[config.mk]
export PLATFORM = sky130hd
export DESIGN_NAME = uart_tx_fifo
export DESIGN_NICKNAME = d
export VERILOG_FILES = /design/src/rtl/uart_tx_fifo.sv
export SDC_FILE = /design/constraint.sdc
export NUM_CORES = 1
export LEC_CHECK = 0
export CORE_MARGIN = 4
export CORE_UTILIZATION = 65
export CTS_BUF_LIST = sky130_fd_sc_hd__clkbuf_4 sky130_fd_sc_hd__clkbuf_8
export DETAILED_ROUTE_END_ITERATION = 8
export GPL_TIMING_DRIVEN = 0
export PLACE_DENSITY = 0.95
export SLEW_MARGIN = 15
export SYNTH_ARGS = -nofsm -noshare
export SYNTH_HDL_FRONTEND = slang
export SYNTH_SLANG_ARGS = --single-unit
export TNS_END_PERCENT = 30
[constraint.sdc]
create_clock -name CLK -period 5.6 [get_ports CLK]
set_clock_uncertainty 0.2 [all_clocks]
set_input_delay 1.12 -clock CLK [delete_from_list [all_inputs] [get_ports CLK]]
set_output_delay 1.12 -clock CLK [all_outputs]
set_load 0.005 [all_outputs]
[src/rtl/uart_tx_fifo.sv]
// UART transmitter with input FIFO, baud divider, optional parity, 1/2 stop.
// Ports: CLK/RST, P_DATA+DATA_VALID/DATA_READY push side, PAR_EN, PAR_TYP,
// STOP2, PRESCALE (bit period), TX_OUT serial line, Busy, FIFO_LEVEL.
module uart_tx_fifo #(
    parameter int DATA_WIDTH     = 8,
    parameter int FIFO_DEPTH     = 4,
    parameter int PRESCALE_WIDTH = 16
) (
    input  logic                          CLK,
    input  logic                          RST,
    input  logic [DATA_WIDTH-1:0]         P_DATA,
    input  logic                          DATA_VALID,
    output logic                          DATA_READY,
    input  logic                          PAR_EN,
    input  logic                          PAR_TYP,
    input  logic                          STOP2,
    input  logic [PRESCALE_WIDTH-1:0]     PRESCALE,
    output logic                          TX_OUT,
    output logic                          Busy,
    output logic [$clog2(FIFO_DEPTH):0]   FIFO_LEVEL
);

    localparam int AW = $clog2(FIFO_DEPTH);
    localparam int BW = $clog2(DATA_WIDTH);
    localparam logic [AW:0] FULL_LVL = FIFO_DEPTH[AW:0];
    localparam logic [PRESCALE_WIDTH-1:0] ONE = PRESCALE_WIDTH'(1);
    localparam logic [BW-1:0] LAST_BIT = BW'(DATA_WIDTH - 1);

    typedef enum logic [2:0] {
        IDLE, START, DATA, PARITY, STOP
    } state_t;

    state_t                    state;
    logic [DATA_WIDTH-1:0]     mem [FIFO_DEPTH];
    logic [AW-1:0]             wr_ptr;
    logic [AW-1:0]             rd_ptr;
    logic [AW:0]               level;
    logic [DATA_WIDTH-1:0]     head;
    logic [DATA_WIDTH-1:0]     shreg;
    logic                      par_bit;
    logic                      par_en_q;
    logic                      stop2_q;
    logic                      stop_idx;
    logic [PRESCALE_WIDTH-1:0] n_q;
    logic [PRESCALE_WIDTH-1:0] n_eff;
    logic [PRESCALE_WIDTH-1:0] baud_cnt;
    logic [BW-1:0]             bit_idx;
    logic                      push;
    logic                      pop;
    logic                      bit_end;
    logic                      last_stop;
    logic                      fifo_ne;

    assign DATA_READY = (level != FULL_LVL);
    assign FIFO_LEVEL = level;
    assign push       = DATA_VALID && DATA_READY;
    assign fifo_ne    = (level != '0);
    assign head       = mem[rd_ptr];
    assign n_eff      = (PRESCALE == '0) ? ONE : PRESCALE;
    assign bit_end    = (baud_cnt == '0);
    assign last_stop  = (stop_idx == stop2_q);

    // Pop either from idle or at the very end of the last stop bit, so
    // queued frames follow each other with no idle cycle.
    assign pop = fifo_ne &&
                 ((state == IDLE) ||
                  (state == STOP && bit_end && last_stop));

    always_ff @(posedge CLK) begin
        if (push) mem[wr_ptr] <= P_DATA;
    end

    always_ff @(posedge CLK or negedge RST) begin
        if (!RST) begin
            wr_ptr <= '0;
            rd_ptr <= '0;
            level  <= '0;
        end else begin
            if (push) wr_ptr <= wr_ptr + 1'b1;
            if (pop)  rd_ptr <= rd_ptr + 1'b1;
            unique case ({push, pop})
                2'b10:   level <= level + 1'b1;
                2'b01:   level <= level - 1'b1;
                default: level <= level;
            endcase
        end
    end

    always_ff @(posedge CLK or negedge RST) begin
        if (!RST) begin
            state    <= IDLE;
            TX_OUT   <= 1'b1;
            Busy     <= 1'b0;
            shreg    <= '0;
            par_bit  <= 1'b0;
            par_en_q <= 1'b0;
            stop2_q  <= 1'b0;
            stop_idx <= 1'b0;
            n_q      <= ONE;
            baud_cnt <= '0;
            bit_idx  <= '0;
        end else if (pop) begin
            state    <= START;
            TX_OUT   <= 1'b0;
            Busy     <= 1'b1;
            shreg    <= head;
            par_bit  <= (^head) ^ PAR_TYP;
            par_en_q <= PAR_EN;
            stop2_q  <= STOP2;
            stop_idx <= 1'b0;
            n_q      <= n_eff;
            baud_cnt <= n_eff - ONE;
            bit_idx  <= '0;
        end else begin
            if (state != IDLE) begin
                baud_cnt <= bit_end ? n_q - ONE : baud_cnt - ONE;
            end
            unique case (state)
                IDLE: begin
                    TX_OUT <= 1'b1;
                    Busy   <= 1'b0;
                end
                START: begin
                    if (bit_end) begin
                        state   <= DATA;
                        TX_OUT  <= shreg[0];
                        shreg   <= shreg >> 1;
                        bit_idx <= '0;
                    end
                end
                DATA: begin
                    if (bit_end) begin
                        if (bit_idx != LAST_BIT) begin
                            TX_OUT  <= shreg[0];
                            shreg   <= shreg >> 1;
                            bit_idx <= bit_idx + 1'b1;
                        end else if (par_en_q) begin
                            state  <= PARITY;
                            TX_OUT <= par_bit;
                        end else begin
                            state    <= STOP;
                            TX_OUT   <= 1'b1;
                            stop_idx <= 1'b0;
                        end
                    end
                end
                PARITY: begin
                    if (bit_end) begin
                        state    <= STOP;
                        TX_OUT   <= 1'b1;
                        stop_idx <= 1'b0;
                    end
                end
                STOP: begin
                    if (bit_end) begin
                        if (last_stop) begin
                            state  <= IDLE;
                            Busy   <= 1'b0;
                            TX_OUT <= 1'b1;
                        end else begin
                            stop_idx <= 1'b1;
                        end
                    end
                end
                default: begin
                    state  <= IDLE;
                    TX_OUT <= 1'b1;
                    Busy   <= 1'b0;
                end
            endcase
        end
    end

endmodule

[After elaboration in Yosys (flattened, before gate mapping)]
Memories as Yosys holds them, arrays and structs flattened.
Cells that the tools add are included.
W data, S select, Z words.
Storage, ports and cells
  register bits after elaboration: 59
  memory bits (writable): 32
  input bits: 30
  output and inout bits: 6
  word-level logic and storage cells: 112
  memories: 1
Operators by class
  add/sub/neg operators: 8
  equality and inequality tests: 20
  multiplexer cells: 47
  bitwise logic cells: 1
  reduce and logical (&&, ||, !) cells: 21
Memory list
  mem: depth 4, bits a word 8, read ports 1, clocked after Yosys merged registers in 0, write ports 1, line 34  | logic [DATA_WIDTH-1:0] mem [FIFO_DEPTH];
Operators with widths (number)
  $mux W16: 4
  $sub A16 B1 Y16 const B: 3
  $mux W3: 12
  $ne A3 B3 Y1 const B: 11
  $logic_not A16 Y1: 2
  $mux W8: 4
  $mux W1: 20
  $pmux W8 S2: 1
  $pmux W3 S5: 1
  $reduce_and A7 Y1: 2
  $pmux W3 S2: 2
  $reduce_bool A3 Y1: 3
  $reduce_xor A8 Y1: 1
  $add A3 B1 Y3 const B: 2
  $eq A3 B2 Y1 const B: 2
  $reduce_and A5 Y1: 1
  $add A2 B1 Y2 const B: 2
  $logic_and A1 B1 Y1: 4
  $pmux W1 S4: 1
  $reduce_and A4 Y1: 1
  $reduce_bool A2 Y1: 2
  $reduce_bool A4 Y1: 1
  $eq A3 B1 Y1 const B: 1
  $eq A3 B3 Y1 const B: 1
  13 further kinds: 13

[Longest topological paths before layout]
Gate-level depths: netlist of run 1.
  word-level depth: 7
  mapped depth: 17
  depth with buffers taken out: 13

[Least setup slack after synthesis of run 1]
OpenSTA, ideal clock, no wires.
  path type: flip-flop to flip-flop
  from: register state[0]
  to: register baud_cnt[14]
  library setup time: 0.132 ns
  arrival time: 3.285 ns
  required time: 5.268 ns
  slack: 1.983 ns
  cell stages (with the launch flop): 18
  buffers on the path: 5
  clock period less this slack: 3.617 ns
  cell sequence: dfrtp_1 buf_6 or2_1 buf_6 nor3_4 a21oi_2 inv_2 buf_2 buf_2 clkbuf_1 o21a_1 ha_1 inv_1 a221oi_4 o2111ai_2 nor4b_2 xor2_1 o21ai_1
On the way
  cells in the longest elaborated chain, start to end: 6
  elaborated cells on any way between the ends: 9
  classes of those cells: eq/ne (1); mux (1); reduce/logical (7)
RTL lines
  from (decl): line 33  | state_t state;
  from (signal assigned): line 91  | state <= IDLE;
  from (signal assigned): line 103  | state <= START;
  from (signal assigned): line 125  | state <= DATA;
  $eq A3 B3 Y1: line 67  | (state == STOP && bit_end && last_stop));
  $logic_and A1 B1 Y1 (2 in a row): line 67
  $logic_or A1 B1 Y1: line 66  | ((state == IDLE) ||
  $logic_and A1 B1 Y1: line 65  | assign pop = fifo_ne &&
  $mux W16 or $reduce_bool A2 Y1 (tied branches)
  to (signal assigned): line 112  | baud_cnt <= n_eff - ONE;
  to (signal assigned): line 116  | baud_cnt <= bit_end ? n_q - ONE : baud_cnt - ONE;
  to (decl): line 46  | logic [PRESCALE_WIDTH-1:0] baud_cnt;
Several ways; a longest one is shown, not always the timed one.
A chain may end at the register's enable or synchronous reset.

[Worst setup path after layout of run 1]
  from: register baud_cnt[13]
  to: register baud_cnt[14]
On the way
  cells in the longest elaborated chain, start to end: 6
  elaborated cells on any way between the ends: 10
  classes of those cells: add/sub (1); mux (3); reduce/logical (6)
RTL lines
  parallel branches: the longest is 6 deep, another holds $sub A16 B1 Y16
Several ways; the timed one is not identified. The select of a mux whose other input is x is not followed.

==> results of run 1 <==
## metal layers
layer  GRT usage [%]  wire (um)  share of wire, %
met4            9.04        230               2.1
met3            4.10        969               8.8
met2            44.3       5410                49
met1            37.4       4460                40
met5               0          0                 0
## logic make-up (layout without fill, tap and decap cells)
family / after synthesis / count (layout) / share of synthesized area (%)
flops: 91 / 91 / 51.4
compound gates: 92 / 92 / 13.6
xor+xnor: 26 / 26 / 4.80
buf+inv: 32 / 83 / 3.48
fa+ha+maj: 9 / 9 / 2.53
mux: 17 / 17 / 5.72
simple gates: 176 / 176 / 18.4
## per-stage QoR
| step | area, um^2 | utilization (%) | setup slack [ps] |
|---|---|---|---|
| 2_1_floorplan | 4740 | - | 1980 |
| 3_3_place_gp | 5220 | 75.1 | 1220 |
| 3_5_place_dp | 5210 | 75.1 | 1240 |
| 4_1_cts | 5430 | 78.2 | 1200 |
| 5_1_grt | 5430 | 78.2 | 834 |
| 6_report | 5430 | 78.2 | 1110 |
## layout make-up
cell class	count	area share, %
plain buffers	23	2.42
clock buffers	9	2.28
clock inverters	7	1.68
inverters	9	0.622
multi-input cells	320	39.4
flip-flops and latches	91	45.0
well taps	96	2.21
repair buffers	35	6.41
## worst max-delay path, cell delays in order (launching register included)
cell and delay (ps):
dfrtp_1 410, nor4_1 590, and4_1 290, buf_4 170, a21oi_2 130, inv_2 190
buf_2 260, buf_2 300, clkbuf_1 380, o21a_1 200, ha_1 140, inv_1 90
a221oi_4 260, o2111ai_2 230, nor4b_2 280, xor2_1 170, o21ai_1 80
## placed cells by master, fill, tap and decap left out, types with 2 or more instances in the layout
cell type | netlist | routed
and2_1 | 2 | 2
o21a_1 | 9 | 9
a32o_1 | 2 | 2
clkdlybuf4s50_1 | 0 | 34
mux2i_1 | 8 | 8
clkinv_2 | 0 | 2
nor3_1 | 7 | 7
or3_1 | 2 | 2
buf_2 | 6 | 6
a21oi_1 | 20 | 20
bufinv_16 | 0 | 2
o22ai_1 | 4 | 4
a21o_1 | 2 | 2
dfstp_2 | 2 | 2
inv_1 | 8 | 8
and3_1 | 4 | 4
nand4_1 | 4 | 4
o31ai_1 | 2 | 2
xor2_1 | 8 | 8
buf_1 | 2 | 2
nand2b_1 | 3 | 3
clkbuf_1 | 9 | 9
nand3_1 | 17 | 17
nor2_1 | 23 | 23
o21ai_0 | 23 | 23
o32ai_2 | 2 | 2
a31oi_1 | 7 | 7
o32ai_1 | 3 | 3
nor4_1 | 10 | 10
mux4_2 | 8 | 8
clkbuf_8 | 0 | 9
nor3_4 | 3 | 3
buf_4 | 2 | 3
edfxtp_1 | 32 | 32
dfrtp_1 | 57 | 57
nand2_1 | 87 | 87
o21ai_1 | 5 | 5
xnor2_1 | 18 | 18
ha_1 | 8 | 8
buf_6 | 4 | 4
## power breakdown
group          internal (uW)  switching (uW)
registers                965             200
logic                    733            1060
clock network            251             237
total                   1950            1500
## worst max-delay path by stage
stage | cells past startpoint | end | slack [ps]
2_1_floorplan | 17 | baud_cnt[14] | 1980
3_3_place_gp | 16 | baud_cnt[14] | 1220
3_5_place_dp | 17 | baud_cnt[14] | 1240
4_1_cts | 17 | baud_cnt[14] | 1200
5_1_grt | 16 | baud_cnt[14] | 830
6_report | 16 | baud_cnt[14] | 1110
## registers in the layout, summed over array words and instances, names as in the netlist
register / flops
wr_ptr: 2
bit_idx: 3
n_q: 16
stop2_q: 1
baud_cnt: 16
FIFO_LEVEL: 3
Busy: 1
mem: 32
stop_idx: 1
par_en_q: 1
TX_OUT: 1
rd_ptr: 2
par_bit: 1
state: 3
shreg: 8
==> results.sh, run 1 <==
export IMPL_grt_max_degree=60
export IMPL_clockRootBuffer="clkbuf_8"
export IMPL_area_growth_syn_to_layout_pct=14.4
export IMPL_postRouteWirelength_um=11100
export IMPL_layout_drive_gt1_share_pct=12.3
export IMPL_cts_tree="built"
export IMPL_fin_tns_setup_ps=0
export IMPL_finalNetCount=528
export IMPL_start_util_pct=68.3
export IMPL_cts_resized_gates=0
export IMPL_hp_class="flop to flop"
export IMPL_ff2ff_setup_slack_ps=1110
export IMPL_required_ps=5630
export IMPL_min_path_cells=2
export IMPL_antenna_cells=0
export IMPL_placed_cells=574
export IMPL_rows=30
export IMPL_syn_area_per_cell_um2=10.7
export IMPL_clk_pin_slew_ps=90
export IMPL_synth_top_cells_by_area="dfrtp_1 (30%), edfxtp_1 (20%), nand2_1 (6.9%), mux4_2 (3.8%), xnor2_1 (3.3%)"
export IMPL_relSlewSlack_pct=50.2
export IMPL_synth_top_cell_by_area="dfrtp_1"
export IMPL_multi_input_area_um2=2140
export IMPL_core_area_um2=6940
export IMPL_p_per_area_nw_per_um2=636
export IMPL_fill_cells=425
export IMPL_yosysTopAreaCellShare_pct=30.1
export IMPL_yosysUniqueCellTypes=66
export IMPL_ios=36
export IMPL_rsz0062_at_grt="false"
export IMPL_slew_violations=0
export IMPL_reg2reg_depth=16
export IMPL_finalNonFillerCells=590
export IMPL_crit_type="flop to flop"
export IMPL_clkLatencyLatePin_ps=360
export IMPL_hold_slack_ps=288
export IMPL_dp_hpwl_um=7800
export IMPL_htree_levels=3
export IMPL_p_leak_uw=0.00218
export IMPL_grt_use_total_pct=27.1
export IMPL_io_buffers=35
export IMPL_grt_pass1_vias=3695
export IMPL_seq_area_frac_synth_pct=51.4
export IMPL_setup_viol=0
export IMPL_min_to="n_q[12]"
export IMPL_clock_sinks=91
export IMPL_synth_top_cells_by_count="nand2_1 (87), dfrtp_1 (57), edfxtp_1 (32), nor2_1 (23), o21ai_0 (23)"
export IMPL_synth_async_reset_ratio_pct=64.8
export IMPL_synth_edf_count=32
export IMPL_startpoint_type="flop"
export IMPL_yosysMostFrequentCell="nand2_1"
export IMPL_drc=0
export IMPL_status="finished clean"
export IMPL_drt_pre_antenna_iters=5
export IMPL_routed_via_count=3770
export IMPL_totalPowerFinal_uw=3450
export IMPL_grt_pass1_wl_um=18400
export IMPL_r2r_start="baud_cnt[13]"
export IMPL_area_sequential_um2=2440
export IMPL_dieWidth_um=93.4
export IMPL_cts_made_buffers=9
export IMPL_ys_ff_latch=91
export IMPL_synth_area_um2=4740
export IMPL_hp_start="n_q[12]"
export IMPL_overflow=0
export IMPL_worstPathArrival_ps=4520
export IMPL_antenna_found_initial=0
export IMPL_min_period_over_period_pct=80.2
export IMPL_fmax_mhz=223
export IMPL_period_needed_ps=4490
export IMPL_r2r_end="baud_cnt[14]"
export IMPL_post_cts_buffers=0
export IMPL_ir_drop_mv=0.294
export IMPL_cp_end_kind="flop"
export IMPL_wl_per_cell_um=18.8
export IMPL_detail_route_antenna_nets=0
export IMPL_synthCells=443
export IMPL_synth_nets=482
export IMPL_avgViaCountPerCell=6.39
export IMPL_cp_max_fo=10
export IMPL_first_iter_violations=439
export IMPL_cap_violations=0
export IMPL_ctsHoldBuffers=0
export IMPL_hold_violations=0
export IMPL_die_h_um=93.4
export IMPL_worstSetupStartpoint="baud_cnt[13]"
export IMPL_clock_path_buffers=2
export IMPL_place_congestion=0.958
export IMPL_yosys_most_used_dff="dfrtp_1"
export IMPL_die_area_um2=8730
export IMPL_synth_warnings=0
export IMPL_worstMarginPinSlew_ps=747
Note: power is estimated with default switching activity, not from simulation.
==> run 2: changes to the inputs <==
CORE_UTILIZATION = 55   (was 65)
PLACE_DENSITY = 0.87   (was 0.95)
clock period = 3.8 ns   (was 5.6 ns; I/O delays follow)
==> run 2 against run 1 <==
Compared with the run above:
- sequential share of layout area decreased by 0.94 points
- highest routed layer unchanged
- design area increased by 2.2%
- critical path depth fell by 2
- power up 50%
- setup slack got worse by 970 ps
- largest power group unchanged
- flip-flop and latch count unchanged
- register-to-register slack worse by 970 ps
- die area increased by 17%
- final cell count increased by 1.9%
- first-iteration DRC count shrank 30%
- largest cell class unchanged
==> results.sh, run 2 (synthesis gave the netlist of run 1 again) <==
export IMPL_overflow=0
export IMPL_fin_util_pct=66.8
export IMPL_p_leak_uw=0.00220
export IMPL_postPlaceCellArea_um2=5220
export IMPL_mostFrequentLayoutCells="nand2_1 (87), dfrtp_1 (56), clkdlybuf4s50_1 (34), edfxtp_1 (32)"
export IMPL_layout_drive_gt1_share_pct=13.9
export IMPL_crit_chain="nor4_2 > and4_1 > buf_4 > a21oi_4 > buf_6 > or3_1 > nand2_1 > ha_1 > inv_1 > a221oi_4 > o2111ai_4 > nor4b_4 > xor2_1 > o21ai_1"
export IMPL_drc=0
export IMPL_avgViaCountPerCell=6.23
export IMPL_antenna_found_initial=0
export IMPL_grt_pass1_wl_um=17900
export IMPL_fmax_mhz=273
export IMPL_worstSetupStartpoint="baud_cnt[14]"
export IMPL_clock_sinks=91
export IMPL_dieWidth_um=101
export IMPL_clkLatencyLatePin_ps=360
export IMPL_ctsHoldBuffers=0
export IMPL_grt_use_total_pct=22.5
export IMPL_clk_pin_slew_ps=100
export IMPL_ir_drop_mv=0.528
export IMPL_postRouteWirelength_um=11000
export IMPL_routed_via_count=3746
export IMPL_max_flop_register="mem"
export IMPL_required_ps=3830
export IMPL_hold_violations=0
export IMPL_min_period_over_period_pct=96.3
export IMPL_worstMarginPinSlew_ps=763
export IMPL_setup_viol=0
export IMPL_ios=36
export IMPL_antenna_cells=0
export IMPL_cp_max_fo=10
export IMPL_largestRegisters="mem (32), baud_cnt (16), n_q (16)"
export IMPL_rows=33
export IMPL_p_per_area_nw_per_um2=933
export IMPL_fill_cells=604
export IMPL_grt_pass1_vias=3621
export IMPL_die_h_um=101
export IMPL_cp_end_kind="flop"
export IMPL_slew_violations=0
export IMPL_period_needed_ps=3660
export IMPL_worstPathArrival_ps=3690
export IMPL_hp_class="input port to async pin"
export IMPL_die_area_um2=10200
export IMPL_htree_levels=3
export IMPL_totalPowerFinal_uw=5180
export IMPL_hold_slack_ps=253
export IMPL_fin_tns_setup_ps=0
export IMPL_fin_area_um2=5550
export IMPL_cp_slowest_cell="dfrtp_1"
export IMPL_finalNetCount=530
export IMPL_relSlewSlack_pct=49.1
export IMPL_final_common_cell="nand2_1"
export IMPL_cts_tree="built"
export IMPL_slowest_delay_ps=440
export IMPL_io_buffers=35
export IMPL_start_util_pct=57.2
export IMPL_status="finished clean"
export IMPL_startpoint_type="flop"
export IMPL_r2r_start="baud_cnt[14]"
export IMPL_crit_type="flop to flop"
export IMPL_cts_made_buffers=9
export IMPL_wl_per_cell_um=18.3
export IMPL_place_congestion=0.914
export IMPL_cap_violations=0
export IMPL_grt_max_degree=60
export IMPL_drt_pre_antenna_iters=6
export IMPL_clock_path_buffers=2
export IMPL_first_iter_violations=308
export IMPL_area_growth_syn_to_layout_pct=16.9
export IMPL_clockRootBuffer="clkbuf_8"
export IMPL_dp_hpwl_um=7540
export IMPL_largest_reg_flops=32
export IMPL_core_area_um2=8300
export IMPL_detail_route_antenna_nets=0
run 2: changes by cell type in the layout (fill, tap and decap cells not counted), sizes merged:
cell / before / now
clkinv: 4 / 2
clkinvlp: 0 / 2
buf: 15 / 17
run 2: cell type report:
type / instances / area (um^2) / area share, %
sequential: 91 / 2440 / 44.0
multi-input combinational: 320 / 2210 / 39.8
timing repair buffer: 39 / 378 / 6.81
tap: 105 / 131 / 2.37
buffer: 21 / 125 / 2.26
clock buffer: 9 / 124 / 2.23
clock inverter: 7 / 98.8 / 1.78
inverter: 9 / 38.8 / 0.699
run 2: critical path, delay by kind of cell (launching register included):
kind | cells | cell delay (ps)
adder cells (fa/ha/maj) | 1 | 130
XOR/XNOR | 1 | 190
flip-flops | 1 | 440
buffers and inverters | 3 | 420
AND/OR/NAND/NOR | 5 | 1460
AO/OA/AOI/OAI | 4 | 690
run 2: metal layers:
metal	track usage [%]	part of all wire, %	vias up
li1	-	-	1695
met1	30.2	41	1822
met2	36.3	49	196
met3	4.57	7.8	33
met4	8.39	2.8	0
met5	0	0	-
run 2: power breakdown:
group	leakage (uW)	internal, uW	switching [uW]
registers	0.00101	1420	311
clock network	0.000105	375	369
logic	0.00109	1110	1580
run 2: metrics by stage:
| step | setup slack (ps) | std cells |
|---|---|---|
| 2_1_floorplan | 183 | 443 |
| 3_3_place_gp | -589 | 583 |
| 3_5_place_dp | -605 | 583 |
| 4_1_cts | 64.2 | 599 |
| 5_1_grt | -38.7 | 601 |
| 6_report | 139 | 601 |
run 2: repair_timing:
item	CTS	global route
setup buffers	1	3
pin swaps	1	3
resized for setup	8	7
setup endpoints to repair	8	4
run 2: path summary, 6_finish.rpt:
| path | endpoint | slack (ps) | depth (start not counted) |
|---|---|---|---|
| worst max-delay path | baud_cnt[14] | 140 | 14 |
| worst max register to register | baud_cnt[14] | 140 | 14 |
| min in group CLK | n_q[15] | 280 | 2 |
| worst min register to register | n_q[15] | 280 | 2 |
| worst min-delay path | state[0] | 250 | 1 |
| max in group asynchronous | baud_cnt[4] | 2610 | 1 |
